<file path="src/rtl/wb_defs.sv">
// ============================================================================
// wb_defs: shared encodings for the writeback path (load sizes, slot indices).
// Rev 1.0
// ============================================================================
`default_nettype none

package wb_defs;

    localparam logic [1:0] LD_WORD = 2'b00;
    localparam logic [1:0] LD_HALF = 2'b01;
    localparam logic [1:0] LD_BYTE = 2'b10;

    localparam int SRC_ALUFLAG = 1;
    localparam int SRC_SHIFT   = 2;
    localparam int SRC_HI      = 3;
    localparam int SRC_LO      = 5;
    localparam int SRC_MDR     = 6;
    localparam int SRC_ALUOUT  = 7;

endpackage

`default_nettype wire

</file>
<file path="src/rtl/load_extract.sv">
// ============================================================================
// load_extract: little-endian byte/halfword extraction with sign/zero extend.
// Rev 1.0
// ============================================================================
`default_nettype none

module load_extract
    import wb_defs::*;
#(
    parameter int DATA_W = 32,
    parameter int OFF_W  = $clog2(DATA_W / 8)
) (
    input  logic [DATA_W-1:0] raw_i,
    input  logic [1:0]        size_i,
    input  logic              uns_i,
    input  logic [OFF_W-1:0]  off_i,
    output logic [DATA_W-1:0] ext_o
);

    logic [OFF_W-1:0]  w_half_off;
    logic [DATA_W-1:0] w_byte_sh;
    logic [DATA_W-1:0] w_half_sh;

    // Low offset bit is dropped for halfwords: misaligned halves read the aligned lane.
    assign w_half_off = off_i & ~OFF_W'(1);
    assign w_byte_sh  = raw_i >> {off_i, 3'b000};
    assign w_half_sh  = raw_i >> {w_half_off, 3'b000};

    always_comb begin
        ext_o = raw_i;
        case (size_i)
            LD_BYTE: ext_o = {{(DATA_W-8){~uns_i & w_byte_sh[7]}}, w_byte_sh[7:0]};
            LD_HALF: ext_o = {{(DATA_W-16){~uns_i & w_half_sh[15]}}, w_half_sh[15:0]};
            default: ext_o = raw_i;
        endcase
    end

endmodule

`default_nettype wire

</file>
<file path="src/rtl/mux_wb_pipe.sv">
// ============================================================================
// mux_wb_pipe: two-stage registered writeback source selector with flush,
// sub-word load extraction and a sticky illegal-select flag.
// Rev 1.0
// ============================================================================
`default_nettype none

module mux_wb_pipe
    import wb_defs::*;
#(
    parameter int DATA_W   = 32,
    parameter int N_SRC    = 9,
    parameter int SEL_W    = $clog2(N_SRC),
    parameter int FLAG_SRC = SRC_ALUFLAG,
    parameter int MDR_SRC  = SRC_MDR,
    parameter int OFF_W    = $clog2(DATA_W / 8)
) (
    input  logic                    clk,
    input  logic                    reset,
    input  logic [N_SRC*DATA_W-1:0] src_data,
    input  logic [SEL_W-1:0]        sel,
    input  logic [1:0]              ld_size,
    input  logic                    ld_unsigned,
    input  logic [OFF_W-1:0]        byte_off,
    input  logic                    req,
    input  logic                    flush,
    output logic [DATA_W-1:0]       wb_data,
    output logic                    wb_valid,
    output logic                    sel_err
);

    logic [DATA_W-1:0] w_raw;
    logic [DATA_W-1:0] w_ext;
    logic              w_accept;
    logic              w_sel_ok;
    logic              w_issue;

    logic              s1_v_q,    s1_v_d;
    logic [DATA_W-1:0] s1_raw_q,  s1_raw_d;
    logic [1:0]        s1_size_q, s1_size_d;
    logic              s1_uns_q,  s1_uns_d;
    logic [OFF_W-1:0]  s1_off_q,  s1_off_d;
    logic              s1_ext_q,  s1_ext_d;
    logic [DATA_W-1:0] wb_data_q, wb_data_d;
    logic              wb_valid_q, wb_valid_d;
    logic              sel_err_q, sel_err_d;

    // Out-of-range selects match no slot and so read as zero.
    always_comb begin
        w_raw = '0;
        for (int k = 0; k < N_SRC; k++) begin
            if ({1'b0, sel} == (SEL_W+1)'(k)) begin
                w_raw = src_data[k*DATA_W +: DATA_W];
            end
        end
        if ({1'b0, sel} == (SEL_W+1)'(FLAG_SRC)) begin
            w_raw = {{(DATA_W-1){1'b0}}, src_data[FLAG_SRC*DATA_W]};
        end
    end

    assign w_sel_ok = ({1'b0, sel} < (SEL_W+1)'(N_SRC));
    assign w_accept = req & ~flush;
    assign w_issue  = s1_v_q & ~flush;

    load_extract #(
        .DATA_W (DATA_W),
        .OFF_W  (OFF_W)
    ) u_load_extract (
        .raw_i  (s1_raw_q),
        .size_i (s1_ext_q ? s1_size_q : LD_WORD),
        .uns_i  (s1_uns_q),
        .off_i  (s1_off_q),
        .ext_o  (w_ext)
    );

    always_comb begin
        s1_v_d     = w_accept;
        s1_raw_d   = s1_raw_q;
        s1_size_d  = s1_size_q;
        s1_uns_d   = s1_uns_q;
        s1_off_d   = s1_off_q;
        s1_ext_d   = s1_ext_q;
        if (w_accept) begin
            s1_raw_d  = w_raw;
            s1_size_d = ld_size;
            s1_uns_d  = ld_unsigned;
            s1_off_d  = byte_off;
            s1_ext_d  = ({1'b0, sel} == (SEL_W+1)'(MDR_SRC));
        end
        wb_valid_d = w_issue;
        wb_data_d  = w_issue ? w_ext : wb_data_q;
        sel_err_d  = sel_err_q | (w_accept & ~w_sel_ok);
    end

    always_ff @(posedge clk) begin
        if (!reset) begin
            s1_v_q     <= 1'b0;
            s1_raw_q   <= '0;
            s1_size_q  <= LD_WORD;
            s1_uns_q   <= 1'b0;
            s1_off_q   <= '0;
            s1_ext_q   <= 1'b0;
            wb_data_q  <= '0;
            wb_valid_q <= 1'b0;
            sel_err_q  <= 1'b0;
        end else begin
            s1_v_q     <= s1_v_d;
            s1_raw_q   <= s1_raw_d;
            s1_size_q  <= s1_size_d;
            s1_uns_q   <= s1_uns_d;
            s1_off_q   <= s1_off_d;
            s1_ext_q   <= s1_ext_d;
            wb_data_q  <= wb_data_d;
            wb_valid_q <= wb_valid_d;
            sel_err_q  <= sel_err_d;
        end
    end

    assign wb_data  = wb_data_q;
    assign wb_valid = wb_valid_q;
    assign sel_err  = sel_err_q;

endmodule

`default_nettype wire

</file>
<file path="config.mk">
export PLATFORM = sky130hd
export DESIGN_NAME = mux_wb_pipe
export DESIGN_NICKNAME = d
export VERILOG_FILES = /design/src/rtl/wb_defs.sv /design/src/rtl/load_extract.sv /design/src/rtl/mux_wb_pipe.sv
export SDC_FILE = /design/constraint.sdc
export NUM_CORES = 1
export LEC_CHECK = 0
export ABC_CLOCK_PERIOD_IN_PS = 3300
export BUFFER_PORTS_ARGS = -buffer_cell sky130_fd_sc_hd__buf_2
export CORE_AREA = 2 2 129 131
export CTS_CLUSTER_DIAMETER = 80
export DETAILED_ROUTE_END_ITERATION = 10
export DIE_AREA = 0 0 131 133
export PLACE_DENSITY = 0.66
export REMOVE_ABC_BUFFERS = 1
export SETUP_SLACK_MARGIN = 0.3
export SLEW_MARGIN = 20
export SYNTH_ARGS = -nofsm -noshare
export SYNTH_HDL_FRONTEND = slang
export SYNTH_HIERARCHICAL = 1
export SYNTH_SLANG_ARGS = --single-unit
export TNS_END_PERCENT = 5
</file>
<file path="constraint.sdc">
create_clock -name clk -period 3.3 [get_ports clk]
set_clock_uncertainty 0.05 [all_clocks]
set_input_delay 0.66 -clock clk [delete_from_list [all_inputs] [get_ports clk]]
set_output_delay 0.66 -clock clk [all_outputs]
set_load 0.02 [all_outputs]
</file>
# --- Word level (Yosys, flattened, before mapping) ---
# Cells that the tools add are included.
op_classes:
  bitwise_logic: 9
  reduce_logical: 1
  shifts: 2
  eq_ne: 10
  mux: 11
  magnitude_cmp: 1
op_table:
  columns: ["operator", "count"]
  rows:
  - ["32-bit two-way mux", 9]
  - ["32-bit one-hot mux with 2 select lines", 1]
  - ["32-bit by 5-bit right shift with 16-bit output", 1]
  - ["32-bit by 5-bit right shift with 8-bit output", 1]
  - ["4-bit by 3-bit == test with 1-bit output, second input constant", 4]
  - ["4-bit by 2-bit == test with 1-bit output, second input constant", 2]
  - ["1-bit bitwise AND", 5]
  - ["4-bit by 1-bit == test with 1-bit output, second input constant", 1]
  - ["4-bit == test, second input constant", 1]
  - ["4-bit logical NOT", 1]
  - ["4-bit less-than comparator, second input constant", 1]
  - ["1-bit NOT", 3]
  - ["2-bit by 1-bit == test with 1-bit output, second input constant", 1]
  - ["2-bit == test, second input constant", 1]
  - ["2-bit two-way mux", 1]
  - ["1-bit OR", 1]
word_totals:
  ff_bits: 73
  inputBits: 301
  wordCells: 43
  out_inout_bits: 34

# --- Logic depth before layout (Yosys ltp) ---
# Gate-level depths: netlist (run 1).
logic_depth:
  depth_word: 10
  ltp_mapped: 11
  mapped_depth_nobuf: 9

# --- Cells and area by module ---
# The synthesis (run 1) kept the hierarchy.
by_module_without_submodules:
  columns: ["mod", "seq_area_each_um2", "area_each_um2", "cells_each", "n_inst"]
  rows:
  - ["mux_wb_pipe", 1461.4, 5077.4, 717, 1]
  - ["load_extract", 0.0, 669.4, 108, 1]

# --- Worst setup path before layout (run 1) ---
# OpenSTA, ideal clock, no wires.
synth_timing:
  path_kind: "input port to flip-flop"
  from: "input sel[1]"
  to: "register s1_raw_q[16]"
  t_required_ps: 3170
  n_path_buf: 2
  path_stages: 6
  setup_time_ps: 80
  slack_ps: 1312
  arrival_time_ps: 1857
  cell_sequence: "buf_4 > nor4b_4 > a31oi_2 > buf_2 > a32o_1 > a211oi_2"
synth_via:
  elab_chain_len: 10
  word_cells_on_any_way: 18
  cone_classes: "eq/ne (8); mux (9); reduce/logical (1)"
synth_rtl:
  columns: ["item", "line_no", "source"]
  rows:
  - ["start, declared", "mux_wb_pipe.sv:21", "input logic [SEL_W-1:0] sel,"]
  - ["4-bit logical NOT", "mux_wb_pipe.sv:52", "if ({1'b0, sel} == (SEL_W+1)'(k)) begin"]
  - ["32-bit two-way mux (8 in a row)", "mux_wb_pipe.sv:52", null]
  - ["32-bit two-way mux (*)", "mux_wb_pipe.sv:56", "if ({1'b0, sel} == (SEL_W+1)'(FLAG_SRC)) begin"]
  - ["end signal, assigned", "mux_wb_pipe.sv:108", "s1_raw_q <= s1_raw_d;"]
  - ["end, declared", "mux_wb_pipe.sv:39", "logic [DATA_W-1:0] s1_raw_q, s1_raw_d;"]
# Every way passes the cells marked *; elsewhere a longest branch is shown, timed or not.
# A chain may end at the register's enable or synchronous reset.

# --- Worst setup path after layout (run 1) ---
layout_timing:
  from: "input sel[0]"
  to: "register s1_raw_q[23]"
# The elaborated chain is that of the path after synthesis.

==> out/metrics.cfg, run 1 <==
[setup_path]
arrival_ns = 2.59
cpPeakStageDelay_ns = 0.71
start_kind = primary input
cp-end-kind = flop
reg2reg_from = s1_ext_q
required_ns = 3.47
crit_path_top_delay_cell = nand3_1
cp-endpoint = s1_raw_q[23]
critPathLaunch = sel[0]
cp_num_buf_inv = 2
path_delay_family = simple AND/OR/NAND/NOR gates
crit_type = in -> reg
worst-path-max-fanout = 37
ff2ff_setup_slack_ns = 1.06
crit_chain = buf_2, inv_2, nand3_1, nor2_1, a2bb2oi_1, a211oi_2
r2r_end = wb_data[18]
r2r_cells = 9
worst-path-stages = 6

[place]
placed_cells = 1285
gp_congestion = 0.8368
hpwlAfterDp_mm = 16.73
placed_cell_area_mm2 = 0.007330
numPortBuffers = 303

[logic_synthesis]
synth-edff-count = 0
synth_flop_cell = dfxtp_1
yosysSeqAreaShare = 0.2543
synth_cell_types = 53
synth_cells = 825
synth.cell_area_mm2 = 0.005747
yosys_warnings = 6
ys_ff_latch = 73
synth_async_sr_flop_share = 0
synth.avg_cell_area_um2 = 6.966

[die]
fp.dieH_um = 133
core_region_area_mm2 = 0.01617
num_io_pins = 335
rows = 47
start_util = 0.3554
die_area_mm2 = 0.01742
die_w_um = 131

[cts]
cts_tree = built
clock_path_buffers = 2
htreeDepth = 3
cts_setup_buffers = 0
clock-root-buffer = clkbuf_16
cts.clk_slew.worst_paths_ns = 0.06
cts-resized-gates = 0
clkLatencyLatePin_ns = 0.34
hold_buffers = 0
cts.sinks = 73
cts_made_buffers = 9

[routing]
final_antenna_net_count = 0
drt_iter0_drc = 440
firstDrtPassIters = 5
vias_per_cell = 5.423
num_vias = 7055
wl_mm = 22.71
drc = 0
wl_per_cell_um = 17.46

[pwr]
powerDensity_mw_per_mm2 = 325.7
cellLeakagePower_nw = 3.437
ir_drop_uv = 229.5

[global_routing]
grt_pass1_vias = 6671
grt_usage = 0.2539
grt_start_max_net_pins = 61
antenna_found_initial = 0
overflow = 0
grt_pass1_wl_mm = 34.56

[sta]
finalCritPeriodShare = 0.7345
setup_tns_ns = 0
clock.fmax_mhz = 412.6
hold_violations = 0
tightest_slew_ns = 0.9321
maxSlewHeadroom = 0.3786
period_minus_slack_ns = 2.424
drv_slew = 0
rsz0062_at_grt = no
setup_viol = 0

[final_layout]
final_area_mm2 = 0.007636
area_delta_synth_final_pct = 32.88
final_nets = 1379
final_cells = 1301
antenna_cells = 0
layout-drive-gt1-share = 0.3525

[min_path]
hp-class = reg -> reg
worst_hold_startpoint = wb_data[16]

[run_status]
status = completed

[job]
drv_cap = 0

tightest hold or removal path, stage by stage (launching register included):
cell,delay (ns)
dfxtp_1,0.30
nand2_1,0.05
a21oi_1,0.05
cell usage in the layout (no fill, tap or decap), types with 3 or more instances in the layout:
cell type    n
a211oi_2    11
a21oi_1    113
nor2_2       3
or3_1       16
mux2_2       8
nor2b_2      3
a32o_1      15
nand2_1    115
a22oi_1     17
and3_1      14
nor2b_1     24
o22ai_1     15
a2bb2oi_1   15
o32a_1      14
o21ai_1      4
o2bb2ai_1    7
or2_2        3
a211oi_1    19
nor2_1      69
dfxtp_1     73
buf_2      302
clkbuf_16    9
a32oi_1      8
and2_1       4
mux2i_1     18
buf_4       22
o21ai_0     97
nand2b_1     5
inv_1       24
metal layers:
metal / GRT usage / vias to the layer above / routed length [um]
met1: 0.3183 / 3235 / 9463
met3: 0.04610 / 34 / 1569
met5: 0 / - / 0
met4: 0.07329 / 0 / 454
met2: 0.4401 / 300 / 11220
li1: - / 3486 / -
through the flow:
stage / setup WS (ns) / util / hold WS [ns] / power (mW)
final: 0.8762 / 0.4722 / 0.4008 / 2.487
after global routing: 0.6854 / 0.4722 / 0.4255 / 2.613
after CTS: 0.8534 / 0.4722 / 0.4043 / 2.509
after detailed placement: 0.4994 / 0.4532 / 0.3958 / 1.501
after global placement: 0.5259 / 0.4532 / 0.3906 / 1.497
after floorplan: 0.8431 / - / 0.3817 / 1.193
cells by family after synthesis:
kind of cell	synth area share
flip-flops	0.2543
XOR/XNOR	0.001524
multiplexers	0.04964
buffers and inverters	0.08730
AO/OA/AOI/OAI	0.3910
AND/OR/NAND/NOR	0.2118
adder cells (fa/ha/maj)	0.004354
worst min-delay path by stage:
stage                        end  slack, ns  depth (start not counted)
floorplan           s1_size_q[0]       0.38                          2
global placement     wb_data[12]       0.39                          2
detailed placement   wb_data[16]       0.40                          2
CTS                  wb_data[15]       0.40                          2
global route          wb_data[8]       0.43                          2
finish               wb_data[16]       0.40                          2
registers in the layout (all words and copies together), names as in the netlist:
signal and cells:
s1_ext_q 1, s1_off_q 2, s1_raw_q 32, s1_size_q 2
s1_uns_q 1, s1_v_q 1, sel_err 1, wb_data 32
wb_valid 1
where the power goes:
part	total [mW]	switching (mW)	internal (mW)
combinational	0.561	0.298	0.263
clock	1.00	0.396	0.607
sequential	0.924	0.0216	0.902
cells in the mapped netlist (2+ instances only):
master / instances / area share
nand2_1: 115 / 0.075
a21oi_1: 113 / 0.098
o21ai_0: 97 / 0.084
dfxtp_1: 73 / 0.25
nor2_1: 70 / 0.046
clkbuf_1: 47 / 0.031
nor2b_1: 27 / 0.029
buf_2: 25 / 0.022
inv_1: 24 / 0.016
a211oi_1: 19 / 0.025
mux2i_1: 18 / 0.031
a22oi_1: 17 / 0.022
or3_1: 16 / 0.017
a2bb2oi_1: 15 / 0.023
a32o_1: 15 / 0.026
o22ai_1: 15 / 0.016
and3_1: 14 / 0.015
o32a_1: 14 / 0.024
a211oi_2: 11 / 0.024
a32oi_1: 8 / 0.012
mux2_2: 8 / 0.016
nand2b_1: 7 / 0.0076
o2bb2ai_1: 7 / 0.011
buf_6: 5 / 0.0098
and2_1: 4 / 0.0044
buf_4: 4 / 0.0052
o21ai_1: 4 / 0.0035
buf_1: 3 / 0.0020
or2_2: 3 / 0.0033
ha_1: 2 / 0.0044
nor2_2: 2 / 0.0022
nor3_1: 2 / 0.0017
cell type report:
cell class              count  area (um2)
fillers                  1714        8536
repair buffers            325        1697
flip-flops and latches     73        1461
inverters                  26       97.59
clock inverters             6       67.56
well taps                 220       275.3
multi-input cells         641        3799
clock buffers              10       239.0
No activity file was read; power rests on OpenSTA's default activity.
==> inputs of run 2 (changes only) <==
--- a/config.mk
+++ b/config.mk
@@ -5,13 +5,13 @@
 export SDC_FILE = /design/constraint.sdc
 export NUM_CORES = 1
 export LEC_CHECK = 0
-export ABC_CLOCK_PERIOD_IN_PS = 3300
+export ABC_CLOCK_PERIOD_IN_PS = 2300
 export BUFFER_PORTS_ARGS = -buffer_cell sky130_fd_sc_hd__buf_2
-export CORE_AREA = 2 2 129 131
+export CORE_AREA = 2 2 131 133
 export CTS_CLUSTER_DIAMETER = 80
 export DETAILED_ROUTE_END_ITERATION = 10
-export DIE_AREA = 0 0 131 133
-export PLACE_DENSITY = 0.66
+export DIE_AREA = 0 0 133 135
+export PLACE_DENSITY = 0.64
 export REMOVE_ABC_BUFFERS = 1
 export SETUP_SLACK_MARGIN = 0.3
 export SLEW_MARGIN = 20
==> constraint.sdc (replaced) <==
create_clock -name clk -period 2.3 [get_ports clk]
set_clock_uncertainty 0.05 [all_clocks]
set_input_delay 0.46 -clock clk [delete_from_list [all_inputs] [get_ports clk]]
set_output_delay 0.46 -clock clk [all_outputs]
set_load 0.02 [all_outputs]
==> run 2 against run 1 <==
  * Register-to-register slack worse by 0.72 ns
  * Sequential cell count stayed put
  * Global-route usage is 0.085 points higher
  * Total power is 53% higher
  * Largest cell class unchanged
==> out/metrics.cfg, run 2 (same netlist as run 1, synthesis figures left out) <==
[run_status]
status = completed

[routing]
firstDrtPassIters = 7
wl_mm = 23.13
drt_iter0_drc = 481
vias_per_cell = 5.406
num_vias = 7136
drc = 0
final_antenna_net_count = 0
wl_per_cell_um = 17.52

[pwr]
cellLeakagePower_nw = 3.573
ir_drop_uv = 346.3
powerDensity_mw_per_mm2 = 480.8

[final_layout]
area_delta_synth_final_pct = 37.45
final_core_util = 0.4814
final_cells = 1320
num-fill-cells = 1711
final_cell_mix = buf_2 (301), nand2_1 (115), a21oi_1 (113), o21ai_0 (97), dfxtp_1 (71)
layout_commonest_cell = buf_2
layout-drive-gt1-share = 0.3679
final_nets = 1396

[cts]
clock_path_buffers = 2
cts_made_buffers = 9
cts.clk_slew.worst_paths_ns = 0.06
hold_buffers = 0
htreeDepth = 3
clock-root-buffer = clkbuf_16
cts_tree = built
cts.sinks = 73
clkLatencyLatePin_ns = 0.34

[die]
rows = 47
die_w_um = 133
fp.dieH_um = 135
core_region_area_mm2 = 0.01641
start_util = 0.3503
num_io_pins = 335
die_area_mm2 = 0.01796

[setup_path]
r2r_cells = 10
crit_type = reg -> reg
worst-path-max-fanout = 7
start_kind = flop
arrival_ns = 2.11
cp-end-kind = flop
required_ns = 2.45

[place]
numPortBuffers = 303
hpwlAfterDp_mm = 17.36
gp_congestion = 0.8100
placed_cells = 1299

[job]
drv_cap = 0

[sta]
rsz0062_at_grt = yes
hold_violations = 0
drv_slew = 0
setup_viol = 0
clock.fmax_mhz = 510.0
maxSlewHeadroom = 0.3670
finalCritPeriodShare = 0.8525
setup_tns_ns = 0
period_minus_slack_ns = 1.961
tightest_slew_ns = 0.9464

[min_path]
hp-class = in -> reg
min_path_cells = 3

[global_routing]
overflow = 0
grt_pass1_vias = 7027
grt_start_max_net_pins = 65
grt_usage = 0.2548
antenna_found_initial = 2
grt_pass1_wl_mm = 36.42

run 2: changes by cell type in the layout (fill, tap and decap cells not counted), sizes merged:
cell / before / now
diode: 0 / 2
clkinvlp: 2 / 1
clkbuf: 10 / 11
clkinv: 3 / 1
bufinv: 1 / 3
buf: 325 / 342
run 2: worst paths after layout:
check | endpoint | slack [ns] | startpoint
hold / removal | s1_size_q[0] | 0.31 | ld_size[0]
setup reg to reg | wb_data[2] | 0.34 | s1_size_q[0]
setup / recovery | wb_data[2] | 0.34 | s1_size_q[0]
hold reg to reg | wb_data[31] | 0.40 | wb_data[31]
run 2: through the flow:
step | worst slack [ns] | total power [mW] | cell area [um2] | hold slack [ns]
final | 0.3392 | 3.798 | 7899 | 0.3098
after global routing | 0.2698 | 3.968 | 7899 | 0.3250
after CTS | 0.2926 | 3.819 | 7839 | 0.3003
after detailed placement | 0.05665 | 2.172 | 7487 | 0.3931
after global placement | 0.07798 | 2.169 | 7487 | 0.3920
after floorplan | 0.04309 | 1.712 | 5343 | 0.3817
run 2: where the power goes:
part	internal [mW]	switching, mW
registers	1.29	0.0317
logic	0.396	0.429
clock network	1.09	0.559
total	2.78	1.02
run 2: layout make-up:
| type | count | area (um2) | area share |
|---|---|---|---|
| Inverter | 26 | 97.59 | 0.01236 |
| Antenna cell | 2 | 5.005 | 0.0006336 |
| Sequential cell | 73 | 1464 | 0.1853 |
| Clock buffer | 11 | 242.7 | 0.03073 |
| Clock inverter | 5 | 102.6 | 0.01299 |
| Timing Repair Buffer | 342 | 1889 | 0.2392 |
| Multi-Input combinational cell | 641 | 3822 | 0.4839 |
| Tap cell | 220 | 275.3 | 0.03485 |
run 2: worst max-delay path: stages, from the launching register on:
cell and delay [ns]:
dfxtp_2 0.33, and2_4 0.14, inv_1 0.04, ha_1 0.20, nor2b_2 0.17, or2_4 0.30
buf_4 0.15, a32oi_1 0.20, o2bb2ai_1 0.11, nand2_1 0.06, a21oi_1 0.06
run 2: what timing repair did:
item,4_1_cts,5_1_grt
pin swaps,0,3
gates resized for setup,3,6
setup buffers,0,3
endpoints found under the setup margin,8,24
cloned,0,0
run 2: metal layers:
metal	wire, um	vias up	GRT usage
li1	-	3515	-
met1	9484	3266	0.3048
met2	11220	307	0.4459
met3	1671	48	0.04692
met4	751	0	0.1135
met5	0	-	0
